<file path="src/rtl/arinc708_pkg.sv">
// arinc708_pkg: frame geometry constants and transmitter state type for the ARINC 708 TX core.
package arinc708_pkg;
  localparam int WORDS_PER_FRAME = 50;
  localparam int BITS_PER_WORD   = 32;
  localparam int SYNC_HALF_BITS  = 6;
  localparam int GAP_BITS        = 4;
  typedef enum logic [1:0] {IDLE, SYNC, DATA, GAP} tx_state_t;
endpackage

</file>
<file path="src/rtl/arinc708_bit_timer.sv">
// arinc708_bit_timer: free-running half-bit tick generator, realigned at frame start.
module arinc708_bit_timer #(
  parameter int HALF = 25
) (
  input  logic clk,
  input  logic reset,
  input  logic clr,
  output logic tick
);
  localparam int W = $clog2(HALF);
  logic [W-1:0] cnt;
  assign tick = cnt == W'(HALF - 1);
  always_ff @(posedge clk or negedge reset)
    if (!reset) cnt <= '0;
    else cnt <= (clr || tick) ? '0 : cnt + W'(1);
endmodule

</file>
<file path="src/rtl/arinc708_manchester_tx.sv">
// arinc708_manchester_tx: ARINC 708 frame serialiser, sync + 1600 Manchester II bits on A/B.
module arinc708_manchester_tx
  import arinc708_pkg::*;
#(
  parameter int IN_AVS_CLK = 50_000_000,
  parameter int BIT_RATE   = 1_000_000
) (
  input  logic        clk,
  input  logic        reset,
  input  logic        i_sink_tx_valid,
  input  logic [31:0] i_sink_tx_data,
  output logic        o_sink_tx_ready,
  input  logic        i_arinc708_tx_en,
  output logic        o_arinc708_tx_active,
  output logic        o_arinc708_tx_compl_pe,
  output logic        o_arinc708_tx_underrun,
  output logic        o_arinc708_tx_A,
  output logic        o_arinc708_tx_B,
  output logic        o_arinc708_tx_Off
);
  localparam int HALF = IN_AVS_CLK / (2 * BIT_RATE);
  if (HALF < 2 || HALF * 2 * BIT_RATE != IN_AVS_CLK) begin : g_bad_rate
    $error("IN_AVS_CLK/(2*BIT_RATE) must be an integer >= 2");
  end
  tx_state_t   state, state_n;
  logic [2:0]  half, half_n;
  logic [4:0]  bit_cnt, bit_cnt_n;
  logic [5:0]  word_cnt, word_cnt_n;
  logic [31:0] shift, shift_n, hold, hold_n;
  logic        hold_full, hold_full_n;
  logic        a_n, b_n, off_n, active_n, compl_n, under_n;
  logic        tick, accept, start;
  assign o_sink_tx_ready = reset && i_arinc708_tx_en &&
    (state == IDLE || (state != GAP && !hold_full && word_cnt < 6'(WORDS_PER_FRAME)));
  assign accept = i_sink_tx_valid && o_sink_tx_ready;
  assign start  = accept && state == IDLE;
  arinc708_bit_timer #(.HALF(HALF)) u_timer (
    .clk  (clk),
    .reset(reset),
    .clr  (start),
    .tick (tick)
  );
  always_comb begin
    state_n     = state;
    half_n      = half;
    bit_cnt_n   = bit_cnt;
    word_cnt_n  = word_cnt;
    shift_n     = shift;
    hold_n      = hold;
    hold_full_n = hold_full;
    compl_n     = 1'b0;
    under_n     = 1'b0;
    if (state != IDLE && !i_arinc708_tx_en) begin
      state_n     = IDLE;
      half_n      = '0;
      bit_cnt_n   = '0;
      word_cnt_n  = '0;
      hold_full_n = 1'b0;
    end else begin
      if (start) begin
        state_n    = SYNC;
        shift_n    = i_sink_tx_data;
        word_cnt_n = 6'd1;
        bit_cnt_n  = '0;
        half_n     = '0;
      end else if (accept) begin
        hold_n      = i_sink_tx_data;
        hold_full_n = 1'b1;
      end
      // half counts sync half-bits, the phase within a data bit, or gap half-bits
      if (tick) begin
        case (state)
          SYNC: begin
            state_n = half == 3'(SYNC_HALF_BITS - 1) ? DATA : SYNC;
            half_n  = half == 3'(SYNC_HALF_BITS - 1) ? 3'd0 : half + 3'd1;
          end
          DATA:
            if (half == 3'd0) half_n = 3'd1;
            else begin
              half_n    = '0;
              shift_n   = shift >> 1;
              bit_cnt_n = bit_cnt + 5'd1;
              if (bit_cnt == 5'(BITS_PER_WORD - 1)) begin
                if (word_cnt == 6'(WORDS_PER_FRAME)) begin
                  state_n = GAP;
                  compl_n = 1'b1;
                end else if (hold_full) begin
                  shift_n     = hold;
                  hold_full_n = 1'b0;
                  word_cnt_n  = word_cnt + 6'd1;
                end else begin
                  state_n     = GAP;
                  under_n     = 1'b1;
                  hold_full_n = 1'b0;
                end
              end
            end
          GAP: begin
            state_n = half == 3'(2 * GAP_BITS - 1) ? IDLE : GAP;
            half_n  = half == 3'(2 * GAP_BITS - 1) ? 3'd0 : half + 3'd1;
          end
          default: ;
        endcase
      end
    end
    active_n = state_n == SYNC || state_n == DATA;
    off_n    = state_n == IDLE;
    a_n      = state_n == SYNC ? half_n < 3'(SYNC_HALF_BITS / 2) :
               state_n == DATA ? shift_n[0] ^ half_n[0] : 1'b0;
    b_n      = active_n && !a_n;
  end
  always_ff @(posedge clk or negedge reset)
    if (!reset) begin
      state                  <= IDLE;
      half                   <= '0;
      bit_cnt                <= '0;
      word_cnt               <= '0;
      shift                  <= '0;
      hold                   <= '0;
      hold_full              <= 1'b0;
      o_arinc708_tx_A        <= 1'b0;
      o_arinc708_tx_B        <= 1'b0;
      o_arinc708_tx_Off      <= 1'b1;
      o_arinc708_tx_active   <= 1'b0;
      o_arinc708_tx_compl_pe <= 1'b0;
      o_arinc708_tx_underrun <= 1'b0;
    end else begin
      state                  <= state_n;
      half                   <= half_n;
      bit_cnt                <= bit_cnt_n;
      word_cnt               <= word_cnt_n;
      shift                  <= shift_n;
      hold                   <= hold_n;
      hold_full              <= hold_full_n;
      o_arinc708_tx_A        <= a_n;
      o_arinc708_tx_B        <= b_n;
      o_arinc708_tx_Off      <= off_n;
      o_arinc708_tx_active   <= active_n;
      o_arinc708_tx_compl_pe <= compl_n;
      o_arinc708_tx_underrun <= under_n;
    end
endmodule

</file>
<file path="config.mk">
export PLATFORM = sky130hd
export DESIGN_NAME = arinc708_manchester_tx
export DESIGN_NICKNAME = d
export VERILOG_FILES = /design/src/rtl/arinc708_pkg.sv /design/src/rtl/arinc708_bit_timer.sv /design/src/rtl/arinc708_manchester_tx.sv
export SDC_FILE = /design/constraint.sdc
export NUM_CORES = 1
export LEC_CHECK = 0
export ABC_CLOCK_PERIOD_IN_PS = 2860
export CORE_MARGIN = 5
export CORE_UTILIZATION = 58
export CTS_CLUSTER_DIAMETER = 80
export DETAILED_ROUTE_END_ITERATION = 12
export PLACE_DENSITY = 0.84
export SETUP_SLACK_MARGIN = 0.15
export SLEW_MARGIN = 10
export SYNTH_ARGS = -nofsm -noshare
export SYNTH_HDL_FRONTEND = slang
export SYNTH_SLANG_ARGS = --single-unit
</file>
<file path="constraint.sdc">
create_clock -name clk -period 2.86 [get_ports clk]
set_input_delay 0.572 -clock clk [delete_from_list [all_inputs] [get_ports clk]]
set_output_delay 0.572 -clock clk [all_outputs]
set_load 0.02 [all_outputs]
</file>
==> impl_metrics.csv <==
group,metric,value,unit
worst_setup_path,critPathCaptureType,"flip-flop",
power_and_ir_drop,ir_worst_vdd,503,uV
timing,maxSlewViolCount,0,
timing,final.setup.tns,0,ns
global_routing,grt_use_met1,0.292,
finish,fin_util,0.721,
synthesis,yosysWarnings,0,
global_routing,top_usage_layer,"met2",
clock_tree,clkSlewWorstSetupHoldPaths,0.09,ns
floorplanning,core-area,0.00781,mm^2
clock_tree,cts.path.max_buffers,2,
placement,dp.final_hpwl,6770,um
worst_setup_path,r2r_start,"bit_cnt[1]",
synthesis,yosysMostFrequentCell,"dfrtp_1",
clock_tree,cts_sinks,92,
detailed_routing,vias_per_cell,5.92,
global_routing,grt.met3_usage,0.0473,
placement,gp_congestion,0.897,
synthesis,async_flop_share,1.00,
worst_setup_path,crit_type,"flip-flop to flip-flop",
clock_tree,cts_tree,"done",
floorplanning,dieArea,0.0100,mm^2
flow_run,maxCapViolCount,0,
detailed_routing,drt_pass1_iterations,4,
timing,setup_viol,0,
finish,fillers,526,
synthesis,ys_seq_elements,92,
floorplanning,fp-row-count,32,
clock_tree,cts_buffers,9,
global_routing,grt_start_max_net_pins,78,
synthesis,ys.flop_type,"dfrtp_1",
timing,clock.fmax,374,MHz
synthesis,synthTopCellsByArea,"dfrtp_1 48%, mux2_4 9.2%, mux2_2 7.9%",
placement,dp_slack,0.0586,ns
placement,port_buffers,42,
finish,layout.nets,528,
worst_setup_path,crit_arrival,2.97,ns
synthesis,seq_area_frac_synth,0.489,
global_routing,antenna_found_initial,0,
synthesis,synthCells,420,
timing,slew_headroom,0.375,
finish,area_delta_synth_final,19.5,%
timing,setup_ws,0.190,ns
finish,drive_above_1_share,0.281,
floorplanning,boundaryPins,43,
timing,fin_crit_sh,0.934,
clock_tree,cts_root_buf,"clkbuf_8",
global_routing,grt_util_all_layers,0.220,
clock_tree,clock_latency,0.36,ns
synthesis,yosys.area.top_type,"dfrtp_1",
power_and_ir_drop,power.density,794,mW/mm^2
timing,final.setup_skew,0.00607,ns
timing,period_needed,2.67,ns
worst_setup_path,required,3.15,ns
worst_hold_path,hold_path.class,"input pin to asynchronous set/reset pin",
timing,whs,0.197,ns
synthesis,synth_area,0.00471,mm^2
synthesis,yosys.area.top_type_share,0.483,
synthesis,syn_area_per_cell,11.2,um^2
global_routing,first_global_vias,3638,
timing,finalHoldViolCount,0,
timing,worst_slew_pin_slew,0.937,ns
detailed_routing,ant_nets,0,
synthesis,synth_common_cells,"91 x dfrtp_1, 54 x nor2_1, 36 x a21oi_1, 33 x mux2_2, 32 x o22ai_1",
synthesis,yosys.cell_types.count,51,
detailed_routing,routedWlPerCell,18.4,um
detailed_routing,vias,3468,
floorplanning,die_y,100,um
clock_tree,ctsHtreeMaxLevel,3,
run_status,status,"completed",
timing,rsz0062_at_grt,"false",
global_routing,overflow,0,
finish,antenna_cells,0,
detailed_routing,wirelength,10800,um
power_and_ir_drop,p_leak,2.42,nW
synthesis,syn_nets,469,
worst_setup_path,worstSetupStartpoint,"bit_cnt[1]",
floorplanning,start_util,0.603,
floorplanning,dieWidth,100,um
detailed_routing,drt_iter0_markers,222,
global_routing,gr-usage-met2,0.363,
worst_setup_path,worst_setup_path_start_kind,"flip-flop",
detailed_routing,drc,0,
worst_setup_path,crit_fanout,3,
global_routing,grt_pass1_wl,17700,um
synthesis,synth-edff-count,0,
[worst max-delay path: stages (launching register included)]
cell,delay [ns]
dfrtp_1,0.41
ha_2,0.21
and3_4,0.19
ha_4,0.16
nand4_1,0.12
a21oi_2,0.07
o31ai_2,0.25
buf_4,0.17
inv_1,0.06
ha_2,0.21
nor2b_4,0.13
nand2_2,0.07
nor3b_2,0.20
a211oi_2,0.06
mux2i_1,0.17
nand2b_1,0.13
[path summary, 6_finish.rpt]
kind | to | cells past startpoint | slack [ns]
max reg2reg | o_arinc708_tx_A | 15 | 0.19
min in group clk | hold[29] | 1 | 0.51
min reg2reg | hold[29] | 1 | 0.51
max | o_arinc708_tx_A | 15 | 0.19
max in group asynchronous | hold[15] | 3 | 1.48
min | word_cnt[2] | 2 | 0.20
[flip-flops by register name (all words and copies together), names as in the netlist]
signal and cells:
bit_cnt 5, half 3, hold 32, hold_full 1, o_arinc708_tx_A 1, o_arinc708_tx_B 1, o_arinc708_tx_Off 1, o_arinc708_tx_active 1
o_arinc708_tx_compl_pe 1, o_arinc708_tx_underrun 1, shift 32, state 2, u_timer.cnt 5, word_cnt 6
[routing by layer]
| layer | vias up | part of all wire |
|---|---|---|
| met5 | - | 0 |
| met4 | 0 | 0.020 |
| met3 | 23 | 0.050 |
| met2 | 98 | 0.50 |
| met1 | 1710 | 0.43 |
| li1 | 1637 | - |
[cell type report]
type                            instances  area [um^2]  share of cell area
Timing Repair Buffer                   74          691               0.123
Clock buffer                            9          124              0.0220
Inverter                               11         41.3             0.00733
Multi-Input combinational cell        291         2280               0.404
Clock inverter                          7         66.3              0.0118
Sequential cell                        92         2300               0.409
Tap cell                              102          128              0.0227
[power breakdown]
part / leakage [nW] / internal, W / switching [W]
combinational: 1.22 / 0.000850 / 0.000637
clock: 0.0992 / 0.000401 / 0.000453
sequential: 1.11 / 0.00183 / 0.000304
[cell usage in the layout (no fill, tap or decap), drive strengths merged, types with 2 or more instances in the layout]
cell,Yosys,layout
nand3,7,7
a211oi,3,3
nor2b,3,3
buf,16,33
clkbuf,10,10
nand3b,2,2
nor3,6,6
nand2,13,13
nand2b,4,4
clkdlybuf4s50,0,40
dfrtp,91,91
nor3b,4,4
o221ai,2,2
o22ai,32,32
o21a,2,2
mux2i,3,3
clkinv,0,4
a21oi,36,36
ha,13,13
nor2,55,55
xor2,4,4
nand4,6,6
and3,5,5
inv,11,12
xnor2,2,2
o21ai,6,6
mux2,62,62
a22oi,5,5
[cell families (layout without fill, tap and decap cells)]
kind of cell / count (synthesis) / after routing / synth area share
buffers and inverters: 37 / 101 / 0.0454
muxes: 65 / 65 / 0.178
xor gates and xnor gates: 6 / 6 / 0.0112
DFF: 92 / 92 / 0.489
AOI/OAI and AO/OA: 96 / 96 / 0.128
adders and majority gates: 14 / 14 / 0.0369
and+or+nand+nor: 110 / 110 / 0.112
[metrics by stage]
| step | instance area, um^2 | total power [W] | cells |
|---|---|---|---|
| after floorplan | 4710 | 0.00315 | 420 |
| after global placement | 5280 | 0.00349 | 557 |
| after detailed placement | 5280 | 0.00357 | 557 |
| after CTS | 5510 | 0.00446 | 577 |
| after global routing | 5630 | 0.00477 | 586 |
| final | 5630 | 0.00447 | 586 |
[what timing repair did]
item / in CTS / in global routing
setup buffers: 4 / 9
endpoints found under the setup margin: 3 / 3
endpoints found under the hold margin: 0 / 0
hold buffers: 0 / 0
pin swaps: 2 / 5
gates resized for setup: 4 / 16
Power figures use the tool's default switching activity.
